## config.mk

```make
export PLATFORM = sky130hd
export DESIGN_NAME = walk_request_bank_flat
export DESIGN_NICKNAME = d
export VERILOG_FILES = /design/src/rtl/walk_request_bank_pkg.sv /design/src/rtl/walk_request_bank_if.sv /design/src/rtl/walk_request_bank_rr_arbiter.sv /design/src/rtl/walk_request_bank.sv /design/src/flat_wrapper.sv
export SDC_FILE = /design/constraint.sdc
export NUM_CORES = 1
export LEC_CHECK = 0
export BUFFER_PORTS_ARGS = -buffer_cell sky130_fd_sc_hd__buf_2
export CORE_ASPECT_RATIO = 1.2
export CORE_MARGIN = 1
export CORE_UTILIZATION = 60
export DETAILED_ROUTE_END_ITERATION = 16
export PLACE_DENSITY = 0.82
export SLEW_MARGIN = 40
export SYNTH_ARGS = -nofsm -noshare
export SYNTH_HDL_FRONTEND = slang
export SYNTH_SLANG_ARGS = --single-unit
export TNS_END_PERCENT = 20
```

## constraint.sdc

```tcl
create_clock -name clk -period 5.15 [get_ports clk]
set_clock_uncertainty 0.15 [all_clocks]
set_input_delay 0.515 -clock clk [delete_from_list [all_inputs] [get_ports clk]]
set_output_delay 0.515 -clock clk [all_outputs]
set_load 0.02 [all_outputs]
```

## src/rtl/walk_request_bank_pkg.sv

```systemverilog
// Shared definitions for the pedestrian walk-request bank.
// Holds the default channel count, age-counter width, urgency threshold and
// edge/level capture mode, plus a helper that advances a channel index
// modulo the channel count. The arbiter and the top both use that helper.
package walk_request_bank_pkg;

  localparam int DEF_N_CH          = 2;
  localparam int DEF_AGE_W         = 8;
  localparam int DEF_URGENT_CYCLES = 200;
  localparam int DEF_EDGE_MODE     = 1;

  // Next channel in round-robin order. Wraps from n_ch-1 back to 0.
  function automatic int next_chan(input int chan, input int n_ch);
    return (chan == n_ch - 1) ? 0 : chan + 1;
  endfunction

endpackage

```

## src/rtl/walk_request_bank_if.sv

```systemverilog
// Service handshake between the walk-request bank and the phase FSM.
//   svc_valid : a request is offered (bank -> FSM)
//   svc_chan  : channel being offered (bank -> FSM)
//   svc_ready : FSM accepts the offered channel (FSM -> bank)
// Handshake rule: a transfer happens on every rising clk edge where
// svc_valid && svc_ready. While svc_valid is high and svc_ready is low, the
// offered svc_chan stays fixed until the transfer happens or the request is
// withdrawn by an external clear.
// Modports: master = the bank (offers), slave = the FSM (accepts).
interface walk_request_bank_if
  import walk_request_bank_pkg::*;
#(
  parameter  int N_CH   = DEF_N_CH,
  localparam int CHAN_W = $clog2(N_CH)
) ();

  logic              svc_valid;
  logic              svc_ready;
  logic [CHAN_W-1:0] svc_chan;

  modport master (output svc_valid, output svc_chan, input  svc_ready);
  modport slave  (input  svc_valid, input  svc_chan, output svc_ready);

endinterface

```

## src/rtl/walk_request_bank_rr_arbiter.sv

```systemverilog
// Combinational rotating-priority picker.
//   req       : request vector, one bit per channel
//   ptr       : channel that has highest priority this cycle
//   grant_idx : first requesting channel found scanning ptr, ptr+1, ... mod N_CH
//               (0 when nothing is requested)
//   any       : at least one request present
module walk_request_bank_rr_arbiter
  import walk_request_bank_pkg::*;
#(
  parameter  int N_CH   = DEF_N_CH,
  localparam int CHAN_W = $clog2(N_CH)
) (
  input  logic [N_CH-1:0]   req,
  input  logic [CHAN_W-1:0] ptr,
  output logic [CHAN_W-1:0] grant_idx,
  output logic              any
);

  always_comb begin
    int              idx;
    logic [N_CH-1:0] shifted;
    grant_idx = '0;
    any       = 1'b0;
    shifted   = '0;
    idx       = int'(ptr);
    for (int k = 0; k < N_CH; k++) begin
      // Shifting brings bit idx to position 0 without an over-wide index.
      shifted = req >> idx;
      if (!any && shifted[0]) begin
        any       = 1'b1;
        grant_idx = CHAN_W'(idx);
      end
      idx = next_chan(idx, N_CH);
    end
  end

endmodule

```

## src/rtl/walk_request_bank.sv

```systemverilog
// N-channel pedestrian walk-request latch.
// Captures synchronised button inputs, holds each request until it is served
// or cleared, and ages pending requests. It offers one channel at a time to
// the phase FSM. Urgent requests go first; ties are broken round-robin.
// Ports:
//   clk, g_reset      : clock; synchronous active-high reset
//   wr_sync[N_CH]     : synchronised button levels
//   wr_clear[N_CH]    : per-channel external clear
//   wr_clear_all      : clear every request and age counter
//   svc               : service handshake (master side)
//   wr_out[N_CH]      : pending-request flags
//   wr_urgent[N_CH]   : pending and age >= URGENT_CYCLES
//   wr_any            : any request pending
//   dbg_rr_ptr, dbg_lock, dbg_lock_chan : internal arbitration state
module walk_request_bank
  import walk_request_bank_pkg::*;
#(
  parameter  int N_CH          = DEF_N_CH,
  parameter  int AGE_W         = DEF_AGE_W,
  parameter  int URGENT_CYCLES = DEF_URGENT_CYCLES,
  parameter  int EDGE_MODE     = DEF_EDGE_MODE,
  localparam int CHAN_W        = $clog2(N_CH)
) (
  input  logic                clk,
  input  logic                g_reset,
  input  logic [N_CH-1:0]     wr_sync,
  input  logic [N_CH-1:0]     wr_clear,
  input  logic                wr_clear_all,
  walk_request_bank_if.master svc,
  output logic [N_CH-1:0]     wr_out,
  output logic [N_CH-1:0]     wr_urgent,
  output logic                wr_any,
  output logic [CHAN_W-1:0]   dbg_rr_ptr,
  output logic                dbg_lock,
  output logic [CHAN_W-1:0]   dbg_lock_chan
);

  localparam logic [AGE_W-1:0] AGE_MAX    = '1;
  localparam logic [AGE_W-1:0] AGE_URGENT = AGE_W'(URGENT_CYCLES);

  logic [N_CH-1:0]   prev_sync, set_req, clr, cand;
  logic [AGE_W-1:0]  age [N_CH];
  logic [CHAN_W-1:0] rr_ptr, lock_chan, arb_chan, svc_chan_c;
  logic              lock, arb_any, svc_valid_c, hs;

  assign set_req = (EDGE_MODE != 0) ? (wr_sync & ~prev_sync) : wr_sync;

  always_comb begin
    wr_urgent = '0;
    for (int i = 0; i < N_CH; i++) begin
      wr_urgent[i] = wr_out[i] && (age[i] >= AGE_URGENT);
    end
  end

  // Urgent requests shadow the ordinary ones completely.
  assign cand = (|wr_urgent) ? wr_urgent : wr_out;

  walk_request_bank_rr_arbiter #(.N_CH(N_CH)) u_arb (
    .req       (cand),
    .ptr       (rr_ptr),
    .grant_idx (arb_chan),
    .any       (arb_any)
  );

  assign wr_any      = |wr_out;
  // arb_any equals wr_any: the candidate set is non-empty exactly when
  // something is pending.
  assign svc_valid_c = lock | arb_any;
  assign svc_chan_c  = lock ? lock_chan : arb_chan;
  assign hs          = svc_valid_c & svc.svc_ready;

  assign svc.svc_valid = svc_valid_c;
  assign svc.svc_chan  = svc_chan_c;

  always_comb begin
    clr = '0;
    for (int i = 0; i < N_CH; i++) begin
      clr[i] = wr_clear_all | wr_clear[i] | (hs && (svc_chan_c == CHAN_W'(i)));
    end
  end

  always_ff @(posedge clk) begin
    // The edge detector keeps tracking the button levels during reset. A
    // button held across reset then does not raise a request on release.
    prev_sync <= wr_sync;
    if (g_reset) begin
      wr_out    <= '0;
      rr_ptr    <= '0;
      lock      <= 1'b0;
      lock_chan <= '0;
      for (int i = 0; i < N_CH; i++) age[i] <= '0;
    end else begin
      wr_out <= ~clr & (wr_out | set_req);
      for (int i = 0; i < N_CH; i++) begin
        if (clr[i] || !wr_out[i]) age[i] <= '0;
        else if (age[i] != AGE_MAX) age[i] <= age[i] + AGE_W'(1);
      end
      if (hs) begin
        lock   <= 1'b0;
        rr_ptr <= CHAN_W'(next_chan(int'(svc_chan_c), N_CH));
      end else if (lock) begin
        // The held channel was withdrawn externally, so re-arbitrate.
        if (clr[lock_chan]) lock <= 1'b0;
      end else if (svc_valid_c && !clr[svc_chan_c]) begin
        // The offer was not taken. Freeze the channel until it is.
        lock      <= 1'b1;
        lock_chan <= svc_chan_c;
      end
    end
  end

  assign dbg_rr_ptr    = rr_ptr;
  assign dbg_lock      = lock;
  assign dbg_lock_chan = lock_chan;

endmodule
```

## src/flat_wrapper.sv

```systemverilog
// flat-port wrapper written by rule: the top's interface ports become plain ports
module walk_request_bank_flat import walk_request_bank_pkg::*;
#(
  parameter  int N_CH          = DEF_N_CH,
  parameter  int AGE_W         = DEF_AGE_W,
  parameter  int URGENT_CYCLES = DEF_URGENT_CYCLES,
  parameter  int EDGE_MODE     = DEF_EDGE_MODE,
  localparam int CHAN_W        = $clog2(N_CH)
)
  (clk, g_reset, wr_sync, wr_clear, wr_clear_all, wr_out, wr_urgent, wr_any, dbg_rr_ptr, dbg_lock, dbg_lock_chan, svc_svc_valid, svc_svc_chan, svc_svc_ready);
  walk_request_bank_if #(.N_CH(N_CH)) svc_i ();
  input  logic clk;
  input  logic g_reset;
  input  logic [N_CH-1:0] wr_sync;
  input  logic [N_CH-1:0] wr_clear;
  input  logic wr_clear_all;
  output logic [N_CH-1:0] wr_out;
  output logic [N_CH-1:0] wr_urgent;
  output logic wr_any;
  output logic [CHAN_W-1:0] dbg_rr_ptr;
  output logic dbg_lock;
  output logic [CHAN_W-1:0] dbg_lock_chan;
  output wire logic [$bits(svc_i.svc_valid)-1:0] svc_svc_valid;
  output wire logic [$bits(svc_i.svc_chan)-1:0] svc_svc_chan;
  input wire logic [$bits(svc_i.svc_ready)-1:0] svc_svc_ready;
  assign svc_svc_valid = svc_i.svc_valid;
  assign svc_svc_chan = svc_i.svc_chan;
  assign svc_i.svc_ready = svc_svc_ready;
  walk_request_bank #(.N_CH(N_CH), .AGE_W(AGE_W), .URGENT_CYCLES(URGENT_CYCLES), .EDGE_MODE(EDGE_MODE)) u_core (.clk(clk), .g_reset(g_reset), .wr_sync(wr_sync), .wr_clear(wr_clear), .wr_clear_all(wr_clear_all), .svc(svc_i), .wr_out(wr_out), .wr_urgent(wr_urgent), .wr_any(wr_any), .dbg_rr_ptr(dbg_rr_ptr), .dbg_lock(dbg_lock), .dbg_lock_chan(dbg_lock_chan));
endmodule
```

==> run summary <==
The run gives 0 as the number of hold-repair buffers added at the cts stage. The cell area that synthesis handed to floorplanning was 1270 um2. Counting every instance in the synthesized netlist gives 129. The floorplan step defined a core boundary enclosing 1910 um2. In this run the tool buffered the top-level ports with 17 buffer cells. At the worst endpoint, the arrival time is 1.96 ns.

After floorplanning, the core was divided into 17 placement rows. After layout, the minimum clock period comes to 2.62 ns. Counting cells, the worst reg-to-reg path comes to 4.

The number of distinct library cells after synthesis came out at 34. The part of the cycle the worst path needs came out at 0.510. The number of DRC markers in iteration 0 is 16. Measured slew at the worst slew-check pin: 0.780 ns.

After detailed routing, the number of remaining DRC violations is 0. For this design the ratio of total power to cell area is 213 nW/um2. The data required time of the critical path was 4.49 ns. The worst slew margin relative to its limit came out at 0.479. The run gives 1380 um2 as the area of all placed cells without fillers. The post-layout net count was 161; the number of vias per cell after detailed routing was 5.82.

The clock latency on the worst-skew pair was 0.31 ns; the global placement routability congestion was 0.834. The number of placed instances, taps included, is 163. The root buffer cell chosen for the clock tree is sky130_fd_sc_hd__clkbuf_4. The repair_antennas step left the layout with diodes totalling 0. Startpoint of the tightest hold check path: wr_sync[0]. The pin count of the biggest net entering global routing came out at 13. During I/O placement, the number of pins put on the boundary was 18.

The initial antenna violation count was 0. Prior to clock tree synthesis, the placed netlist has a worst setup slack of 2.78 ns. The via count of the first global-routing pass is 876. STA classifies the critical path startpoint as a flip-flop. The worst min-delay path endpoint is u_core.prev_sync[0]. For this design, the sink count on the clock tree is 23. Wires add up to 2390 um. The run gives 0 as the global route total overflow. The run gives 0 as the number of pins with negative max-slew slack in the final report. The worst register-to-register path begins at u_core.wr_out[0]. Detailed placement ended at an HPWL of 1770 um. In this run the critical register-to-register path is captured at u_core.age[0][3]. The accumulated negative setup slack is 0 ns, and the die outline height is 52.4 um. The tools report the maximum level of the CTS H-tree as 1. The tools report the total global-route track usage as 0.230.

In this run the worst path has a maximum fanout of 8. The number of gates resized after CTS was 0. Counting flops and latches in the post-synthesis netlist gives 23. The CTS clock-pin slew for the worst setup and hold paths is 0.12 ns, and the instance area at placement is 1360 um2. Timing would allow up to 381 MHz.

The first-pass GRT wire length was 3880 um; the number of cells on the worst hold path was 1. Sequential cell area fraction in the yosys report: 0.488. The tools report the effective utilization at floorplan as 0.664. The type of element capturing the critical path was a primary output. The share of layout cells above drive strength 1 came out at 0.155.

Setup violations remaining at the end of the flow were counted as 0. The synthesized area divided by synthesized cell count is 9.85 um2, and the register-to-register setup slack is 2.78 ns. The final hold violation count is 0.

The worst hold path belongs to the class in -> reg. Max-cap violations in this run came to 0. The run gives 0 as the post-CTS setup repair buffer count. The number of nets handed over by synthesis was 141.

In the final routed layout, each cell accounts on average for 14.3 um. Clock tree synthesis inserted a total of 3 buffers. The area growth from synthesis to layout is 8.86%.

From left edge to right edge, the die measures 44.0 um. TritonCTS built the clock tree. In this run the static leakage power is 0.540 nW.

The tools report the die area as 2310 um2. The detailed-route via count was 972. The run finished with clean final reports.

After layout, the worst setup slack is 2.53 ns. VDD sags by at most 0.147 mV. Before antenna repair, the detailed router went through 4 iterations. Yosys printed 0 warnings.

The final instance count without filler cells is 167, and the buffer depth of the longest clock path is 2. Setup repair after global routing left no endpoint under its margin. Class of the most critical setup path: reg -> out. The detail route stage leaves a number of antenna-violating nets equal to 0.
-- cells in the final DEF, fill, tap and decap left out, types with 2 or more instances in the layout --
cell / n
sky130_fd_sc_hd__nor2_1: 17
sky130_fd_sc_hd__buf_2: 17
sky130_fd_sc_hd__edfxtp_1: 16
sky130_fd_sc_hd__nor3_1: 12
sky130_fd_sc_hd__inv_1: 10
sky130_fd_sc_hd__nand2_1: 9
sky130_fd_sc_hd__nand3_1: 8
sky130_fd_sc_hd__xor2_1: 8
sky130_fd_sc_hd__dfxtp_1: 7
sky130_fd_sc_hd__xnor2_1: 4
sky130_fd_sc_hd__ha_1: 4
sky130_fd_sc_hd__and3_1: 3
sky130_fd_sc_hd__or3_1: 3
sky130_fd_sc_hd__o21ai_0: 3
sky130_fd_sc_hd__clkbuf_4: 3
sky130_fd_sc_hd__nor2b_1: 2
sky130_fd_sc_hd__mux2i_1: 2
sky130_fd_sc_hd__a21oi_1: 2
-- registers in the layout (all words and copies together) (netlist names) --
signal                flops
u_core.age               16
u_core.prev_sync          2
u_core.wr_out             2
u_core.dbg_lock           1
u_core.dbg_lock_chan      1
u_core.dbg_rr_ptr         1
-- routing by layer --
layer	up-vias	part of all wire	GRT usage
met5	-	0	0
met4	0	0.013	0.0909
met3	4	0.029	0.0207
met2	22	0.49	0.390
met1	456	0.46	0.300
li1	490	-	-
-- cell families (layout without fill, tap and decap cells) --
logic type / after synthesis / after routing / share of synthesized area
muxes: 2 / 2 / 0.0157
xor gates and xnor gates: 12 / 12 / 0.0827
and+or+nand+nor: 62 / 62 / 0.244
buffers and inverters: 12 / 31 / 0.0472
DFF: 23 / 23 / 0.488
AOI/OAI and AO/OA: 14 / 14 / 0.0827
adders and majority gates: 4 / 4 / 0.0394
-- cell usage after synthesis, drive strengths merged --
cell      n  area [um2]
xnor2     4        35.0
a21bo     1        10.0
nor2     17        63.8
nor3     12        60.1
nor3b     2        20.0
or3       3        18.8
nand3b    1        7.51
buf       2        22.5
a21oi     2        10.0
nand3     9        50.1
nand2b    1        6.26
nand4     1        6.26
inv      10        37.5
edfxtp   16         480
dfxtp     7         140
o21bai    1        7.51
xor2      8        70.1
o41a      1        11.3
and2      1        6.26
o22a      1        8.76
o21ai     4        20.0
o2111ai   1        8.76
nor2b     2        12.5
o221a     1        11.3
ha        4        50.1
and3      3        18.8
nand2     9        33.8
o31a      1        8.76
or2       1        6.26
mux2i     2        20.0
a221oi    1        8.76
-- where the power goes --
| part | switching, mW | total [mW] | internal (mW) |
|---|---|---|---|
| sequential | 0.00113 | 0.198 | 0.196 |
| clock | 0.0531 | 0.0834 | 0.0303 |
| combinational | 0.00820 | 0.0135 | 0.00529 |
-- final cells by class --
| class | count | area [um2] |
|---|---|---|
| multi-input cells | 94 | 591 |
| inverters | 10 | 37.5 |
| repair buffers | 17 | 85.1 |
| flip-flops and latches | 23 | 621 |
| well taps | 19 | 23.8 |
| fillers | 153 | 531 |
| clock buffers | 4 | 26.3 |
-- stage by stage --
stage / util / power (mW) / hold WS [ns]
final: 0.723 / 0.294 / 0.158
after detailed placement: 0.709 / 0.215 / 0.345
after global routing: 0.723 / 0.304 / 0.149
after global placement: 0.709 / 0.215 / 0.337
after floorplan: - / 0.209 / 0.379
after CTS: 0.723 / 0.297 / 0.149
-- critical path: stages (launching register included) --
cell                       delay (ns)
sky130_fd_sc_hd__edfxtp_1        0.47
sky130_fd_sc_hd__nor3_1          0.39
sky130_fd_sc_hd__o221a_1         0.27
sky130_fd_sc_hd__o31a_1          0.29
sky130_fd_sc_hd__buf_2           0.23
-- worst max path at each step --
stage	slack, ns	depth (start not counted)	to	start
floorplan	2.82	4	u_core.age[0][0]	u_core.wr_out[1]
detailed placement	2.78	4	u_core.age[0][1]	u_core.wr_out[0]
finish	2.53	4	svc_svc_chan	u_core.age[0][3]
global placement	2.87	4	u_core.age[0][0]	u_core.age[0][3]
global route	2.37	4	svc_svc_chan	u_core.age[0][3]
CTS	2.55	4	svc_svc_chan	u_core.age[0][3]
(Power assumes the default switching activity.)
